==> src/rtl/logic_unit_arbiter.sv <==
// Two-requester front end for a shared combinational logic unit (OR/AND/XOR/NOT).
// Grants one request at a time, drives the unit for one cycle, and returns a tagged response.
module logic_unit_arbiter #(
  parameter int WIDTH = 8,
  parameter bit RR_EN = 1'b1
) (
  input  logic             clk,
  input  logic             rst,
  input  logic             req0_valid,
  output logic             req0_ready,
  input  logic [WIDTH-1:0] req0_x,
  input  logic [WIDTH-1:0] req0_y,
  input  logic [1:0]       req0_op,
  input  logic             req1_valid,
  output logic             req1_ready,
  input  logic [WIDTH-1:0] req1_x,
  input  logic [WIDTH-1:0] req1_y,
  input  logic [1:0]       req1_op,
  output logic [WIDTH-1:0] lu_x,
  output logic [WIDTH-1:0] lu_y,
  output logic             lu_sel1,
  output logic             lu_sel0,
  input  logic [WIDTH-1:0] lu_f,
  output logic             rsp_valid,
  input  logic             rsp_ready,
  output logic [WIDTH-1:0] rsp_data,
  output logic             rsp_id,
  output logic             rsp_zero,
  output logic             busy
);
  typedef enum logic [1:0] {IDLE, EXEC, RESP} state_t;

  state_t state;
  logic   last_id;
  logic   id_q;
  logic   gnt0, gnt1;

  // On a tie req0 wins unless it was the last one served (round-robin) or always (fixed).
  always_comb begin
    gnt0 = req0_valid & (~req1_valid | (RR_EN == 1'b0) | last_id);
    gnt1 = req1_valid & ~gnt0;
  end

  assign req0_ready = (state == IDLE) & gnt0;
  assign req1_ready = (state == IDLE) & gnt1;
  assign busy       = (state != IDLE);

  always_ff @(posedge clk) begin
    if (rst) begin
      state     <= IDLE;
      last_id   <= 1'b1;
      id_q      <= 1'b0;
      lu_x      <= '0;
      lu_y      <= '0;
      lu_sel1   <= 1'b0;
      lu_sel0   <= 1'b0;
      rsp_valid <= 1'b0;
      rsp_data  <= '0;
      rsp_id    <= 1'b0;
      rsp_zero  <= 1'b0;
    end else begin
      case (state)
        IDLE: begin
          if (gnt0 | gnt1) begin
            lu_x    <= gnt1 ? req1_x : req0_x;
            lu_y    <= gnt1 ? req1_y : req0_y;
            lu_sel1 <= gnt1 ? req1_op[1] : req0_op[1];
            lu_sel0 <= gnt1 ? req1_op[0] : req0_op[0];
            id_q    <= gnt1;
            state   <= EXEC;
          end
        end
        EXEC: begin
          rsp_data  <= lu_f;
          rsp_id    <= id_q;
          rsp_zero  <= (lu_f == '0);
          rsp_valid <= 1'b1;
          state     <= RESP;
        end
        RESP: begin
          if (rsp_ready) begin
            rsp_valid <= 1'b0;
            last_id   <= rsp_id;
            state     <= IDLE;
          end
        end
        default: state <= IDLE;
      endcase
    end
  end
endmodule
==> config.mk <==
export PLATFORM = sky130hd
export DESIGN_NAME = logic_unit_arbiter
export DESIGN_NICKNAME = d
export VERILOG_FILES = /design/src/rtl/logic_unit_arbiter.sv
export SDC_FILE = /design/constraint.sdc
export NUM_CORES = 1
export LEC_CHECK = 0
export ABC_CLOCK_PERIOD_IN_PS = 1500
export CORE_AREA = 2 2 74 69
export DETAILED_ROUTE_END_ITERATION = 8
export DIE_AREA = 0 0 76 71
export PLACE_DENSITY = 0.67
export REMOVE_ABC_BUFFERS = 1
export SETUP_SLACK_MARGIN = 0.3
export SKIP_LAST_GASP = 1
export SLEW_MARGIN = 10
export SYNTH_ARGS = -nofsm -noshare
export SYNTH_HDL_FRONTEND = slang
export SYNTH_SLANG_ARGS = --single-unit
==> constraint.sdc <==
create_clock -name clk -period 1.5 [get_ports clk]
set_input_delay 0.225 -clock clk [delete_from_list [all_inputs] [get_ports clk]]
set_output_delay 0.225 -clock clk [all_outputs]
set_load 0.1 [all_outputs]
==> results of run 1 <==
[cell families after synthesis]
group | Yosys count | synth area share
AND/OR/NAND/NOR | 73 | 0.206
AO/OA/AOI/OAI | 53 | 0.274
flip-flops | 33 | 0.438
buffers and inverters | 17 | 0.0746
multiplexers | 1 | 0.00663
[critical path: cells and delay by family (launching register included)]
kind	cells	cell delay, ns
buf+inv	2	0.24
compound gates	1	0.19
flops	1	0.35
simple gates	1	0.08
[sequential cells by signal (all words and copies together), names as in the netlist, 2 cells and up]
name      flops
lu_y          8
state         2
rsp_data      8
lu_x          8
[routing by layer]
| layer | GRT usage | part of all wire | vias to the layer above |
|---|---|---|---|
| met5 | 0 | 0 | - |
| met4 | 0.0424 | 0.0032 | 0 |
| met3 | 0.0906 | 0.10 | 2 |
| met2 | 0.266 | 0.49 | 65 |
| met1 | 0.205 | 0.41 | 743 |
| li1 | - | - | 813 |
[worst paths after layout]
check             slack (ns)              endpoint  depth (start not counted)             startpoint
setup / recovery        0.15            req1_ready                          4   last_id$_SDFFE_PP1P_
hold / removal          0.45   rsp_id$_SDFFE_PP0P_                          2      id_q$_SDFFE_PP0P_
setup reg to reg        0.19  lu_y[4]$_SDFFE_PP0P_                          7  state[1]$_SDFFE_PP0P_
hold reg to reg         0.45   rsp_id$_SDFFE_PP0P_                          2      id_q$_SDFFE_PP0P_
[layout make-up]
cell class / instances / area [sq um]
fill: 367 / 1550
timing repair buffer: 105 / 1470
multi-input combinational: 127 / 791
sequential: 33 / 669
clock buffer: 7 / 86.3
tap: 65 / 81.3
inverter: 3 / 11.3
[per-stage QoR]
step / util / std cells / total power [W] / hold WS [ns]
global route: 0.667 / 340 / 0.00351 / 0.481
CTS: 0.643 / 335 / 0.00333 / 0.456
detailed placement: 0.594 / 320 / 0.00257 / 0.447
global placement: 0.594 / 320 / 0.00256 / 0.441
floorplan: - / 163 / 0.00189 / 0.293
finish: 0.667 / 340 / 0.00337 / 0.453
[repair_timing]
action,CTS,global route
setup buffers,7,4
pin swaps,5,5
gates cloned,1,1
setup endpoints to repair,21,32
resized for setup,21,14
[cell usage in the layout, fill, tap and decap left out, types with 2 or more instances in the layout]
cell type,instances
nand2_1,55
clkdlybuf4s50_1,46
buf_12,39
a21oi_1,30
dfxtp_1,30
a311oi_2,13
buf_6,9
buf_4,7
clkbuf_8,6
a311oi_1,5
nor2_4,3
inv_2,2
nand2_2,2
nor3_1,2
nor4_1,2
dlygate4sd2_1,2
dfxtp_4,2
[where the power goes]
group	total [W]	leakage [nW]	internal (W)	switching [W]
Sequential	0.00106	0.273	0.000964	0.0000934
Combinational	0.00166	0.898	0.000712	0.000950
Clock	0.000654	0.0443	0.000363	0.000290
==> run metrics, run 1 <==
worst slack at placement=-0.124 ns; Die ar.=5400 sq um; CTS tree=built; Initial Util=0.324; DR DRC count=0; Clk Latency, worst-skew pair=0.28 ns; Die H=71 um; worst IR drop on VDD=0.000507 V; CP Class=register to output port; final RePlAce weighted congestion=0.728; area grow syn2layout=106%; vias in the first global route=1489; YS warnings=0; Cell Pwr Density=1090 nW/um^2; WP data arrival=1.13 ns; initial antenna violation count=0; Netlist cell types=26; cell area after synthesis=1510 sq um; Hold Path Class=register to register; clock sinks=33; I/O pins=81; RSZ-0062 raised after global routing=yes; clock slew at reported path FFs=0.06 ns; Synth area leaders=dfxtp_1 44%, nand2_1 14%, a21oi_1 10%; max_slew headroom=0.816; flops & latches, synth=33; row cnt=24; layout cells sized above 1=0.331; gr ovfl total=0; critical path launch point type=register; Yosys top cell by area=dfxtp_1; Commonest cells post-synth=56 x nand2_1, 33 x dfxtp_1, 31 x a21oi_1; max-cap viol count=0; fmax=0.738 GHz; Final ANT Viol Nets=0; number of buffers created by CTS=5; register area share after synthesis=0.438; Pleak=1.22 nW; TNS Setup=0 ns; peak per-stage delay on the critical path=0.35 ns; min Tclk post-route=1.35 ns; first-pass GRT wire length=7180 um; post-DP HPWL=3210 um; ANT cells=0; largest net degree at the start of global routing=22; global-route usage over all layers=0.169; ys async rst share=0; top-count cell post-synth=nand2_1; EDFF count, synth=0; clk buf depth=2; Mapped Avg Cell Area=8.53 sq um; final wirelength=4700 um; final hold viol count=0; final clock skew=0.00646 ns; drt first pass iters=4; Core Region=4650 sq um; via count=1623; Synth top area share=0.438; PortBufs=80; worst setup margin=0.145 ns; slowest CP cell=dfxtp_2; Area after DPL=2760 sq um; die width=76 um; Critical Path Sink Type=output port; Req. time, crit path=1.27 ns; Crit Path Max Fanout=4; cts hold-fix bufs=0; DR vias/cell=4.77; critical path, cell by cell=a21boi_4 -> nand2_2 -> inv_2 -> buf_12; Worst-Margin Slew=0.275 ns; Iter 0 DRT Violations=47; Avg WL per Cell=13.8 um; final non-filler cell area=3100 sq um; Main synth FF type=dfxtp_1; max-slew violations=0; final net count=324; status=finished, final reports clean; cell count after synthesis=177; H-tree levels=2; final setup violation count=0; Root Buffer=clkbuf_8; Final period util=0.903
(Power assumes the default switching activity.)
==> run 2, diff against run 1 <==
- CORE_AREA: 2 2 74 69 -> 2 2 60 84
- DIE_AREA: 0 0 76 71 -> 0 0 62 86
- GPL_ROUTABILITY_DRIVEN: unset -> 0
==> run 2 against run 1 <==
First-iteration DRC count decreased by 17%. Critical path type unchanged. Sequential power about the same. Highest routed layer unchanged. Die area decreased by 1.2%.
==> run metrics, run 2 (same netlist as run 1, synthesis figures left out) <==
status=finished, final reports clean; r2r setup slk=0.24 ns; first-pass GRT wire length=7470 um; worst IR drop on VDD=0.000579 V; clock slew at reported path FFs=0.07 ns; Die ar.=5330 sq um; Cell Pwr Density=1030 nW/um^2; CTS tree=built; Final ANT Viol Nets=0; final setup violation count=0; DR vias/cell=4.86; die width=62 um; Clk Latency, worst-skew pair=0.28 ns; final wirelength=4830 um; worst slack at placement=-0.433 ns; area grow syn2layout=121%; Root Buffer=clkbuf_8; switch share=0.412; Combinational Power Share=0.504; Min-Delay Startpoint=id_q$_SDFFE_PP0P_; Initial Util=0.333; Critical Path Sink Type=output port; max_slew headroom=0.823; drt first pass iters=4; RSZ-0062 raised after global routing=yes; worst setup margin=0.0894 ns; vias in the first global route=1628; Hold Path Depth=2; Die H=86 um; Iter 0 DRT Violations=39; Worst Hold End=rsp_id$_SDFFE_PP0P_; row cnt=29; final net count=325; Crit Path Max Fanout=3; leading cell types in the layout, fill and taps excluded=46 x clkdlybuf4s50_1, 38 x nand2_1, 38 x buf_12; min Tclk post-route=1.41 ns; critical path launch point type=register; most common cell after layout, fill and taps aside=clkdlybuf4s50_1; I/O pins=81; Hold Path Class=register to register; Worst-Margin Slew=0.263 ns; WP data arrival=1.19 ns; global-route usage over all layers=0.186; # fillers=317; PortBufs=80; Req. time, crit path=1.27 ns; initial antenna violation count=0; largest net degree at the start of global routing=34; CP Class=register to output port; register area=667 sq um; fin util=0.735; Largest regs=lu_x (8), lu_y (8), rsp_data (8); post-DP HPWL=3060 um; Avg WL per Cell=14.3 um; H-tree levels=2; gr ovfl total=0; DR DRC count=0; hold_ws=0.464 ns; fmax=0.709 GHz; Sw Pwr=0.00142 W; Core Region=4540 sq um; area used by multi-input combinational logic=975 sq um; clk buf depth=2; Area after DPL=2750 sq um; final clock skew=0.000831 ns; final hold viol count=0; Final period util=0.940; Worst R2R End=lu_x[6]$_SDFFE_PP0P_; reg2reg path depth=5; via count=1649; number of buffers created by CTS=5; clock sinks=33; layout cells sized above 1=0.440; max-cap viol count=0; Pwr Total=0.00345 W; max-slew violations=0; Seq pwr share=0.307; Clk pwr share=0.189; Internal Power=0.00203 W; worst flop-to-flop path startpoint=last_id$_SDFFE_PP1P_; final non-filler cell area=3330 sq um; ANT cells=0; Pleak=1.36 nW
[run 2: changes by cell type in the layout (fill, tap and decap cells not counted), sizes merged]
cell,change
clkinv,+2
clkinvlp,+1
clkbuf,-1
[run 2: routing by layer]
| layer | share of wire | up-vias | track usage |
|---|---|---|---|
| met5 | 0 | - | 0 |
| met1 | 0.36 | 761 | 0.203 |
| met2 | 0.55 | 64 | 0.324 |
| met4 | 0.0093 | 0 | 0.0464 |
| li1 | - | 818 | - |
| met3 | 0.079 | 6 | 0.0709 |
[run 2: metrics by stage]
step | std cells | TNS (ns)
4_1_cts | 335 | 0
5_1_grt | 339 | 0
6_report | 339 | 0
2_1_floorplan | 163 | -13.16
3_5_place_dp | 318 | -7.41
3_3_place_gp | 318 | -6.63
[run 2: area by class of cell]
class                   count  area share
well taps                  62      0.0233
clock buffers               5      0.0206
multi-input cells         127       0.292
inverters                   3     0.00413
clock inverters             3     0.00525
repair buffers            106       0.454
flip-flops and latches     33       0.200
[run 2: worst max path at each step]
stage                                 to                  start  cells past startpoint
CTS                           req0_ready  state[1]$_SDFFE_PP0P_                      5
global route                  req0_ready  state[1]$_SDFFE_PP0P_                      5
global placement    lu_x[7]$_SDFFE_PP0P_             req0_valid                      4
floorplan                     req0_ready  state[0]$_SDFFE_PP0P_                      3
finish                        req0_ready  state[1]$_SDFFE_PP0P_                      5
detailed placement  lu_x[0]$_SDFFE_PP0P_             req0_valid                      4
[run 2: critical path: stages, from the launching register on]
cell     delay, ns
dfxtp_2       0.33
nor2_4        0.12
inv_2         0.05
buf_6         0.12
nor2_4        0.10
buf_12        0.18
[run 2: repair_timing]
action                                  4_1_cts  5_1_grt
resized for setup                            31       51
endpoints found under the hold margin         0        0
buffers inserted                              6        0
gates cloned                                  3        4
pin swaps                                    14       30
hold buffers                                  0        0
endpoints found under the setup margin       21       32
[run 2: power groups by stage]
stage               combinational, W  clock [W]  sequential (W)
floorplan                   0.000304          0         0.00158
global placement             0.00147          0         0.00107
detailed placement           0.00148          0         0.00107
CTS                          0.00160   0.000667         0.00105
global route                 0.00181   0.000723         0.00107
finish                       0.00174   0.000653         0.00106
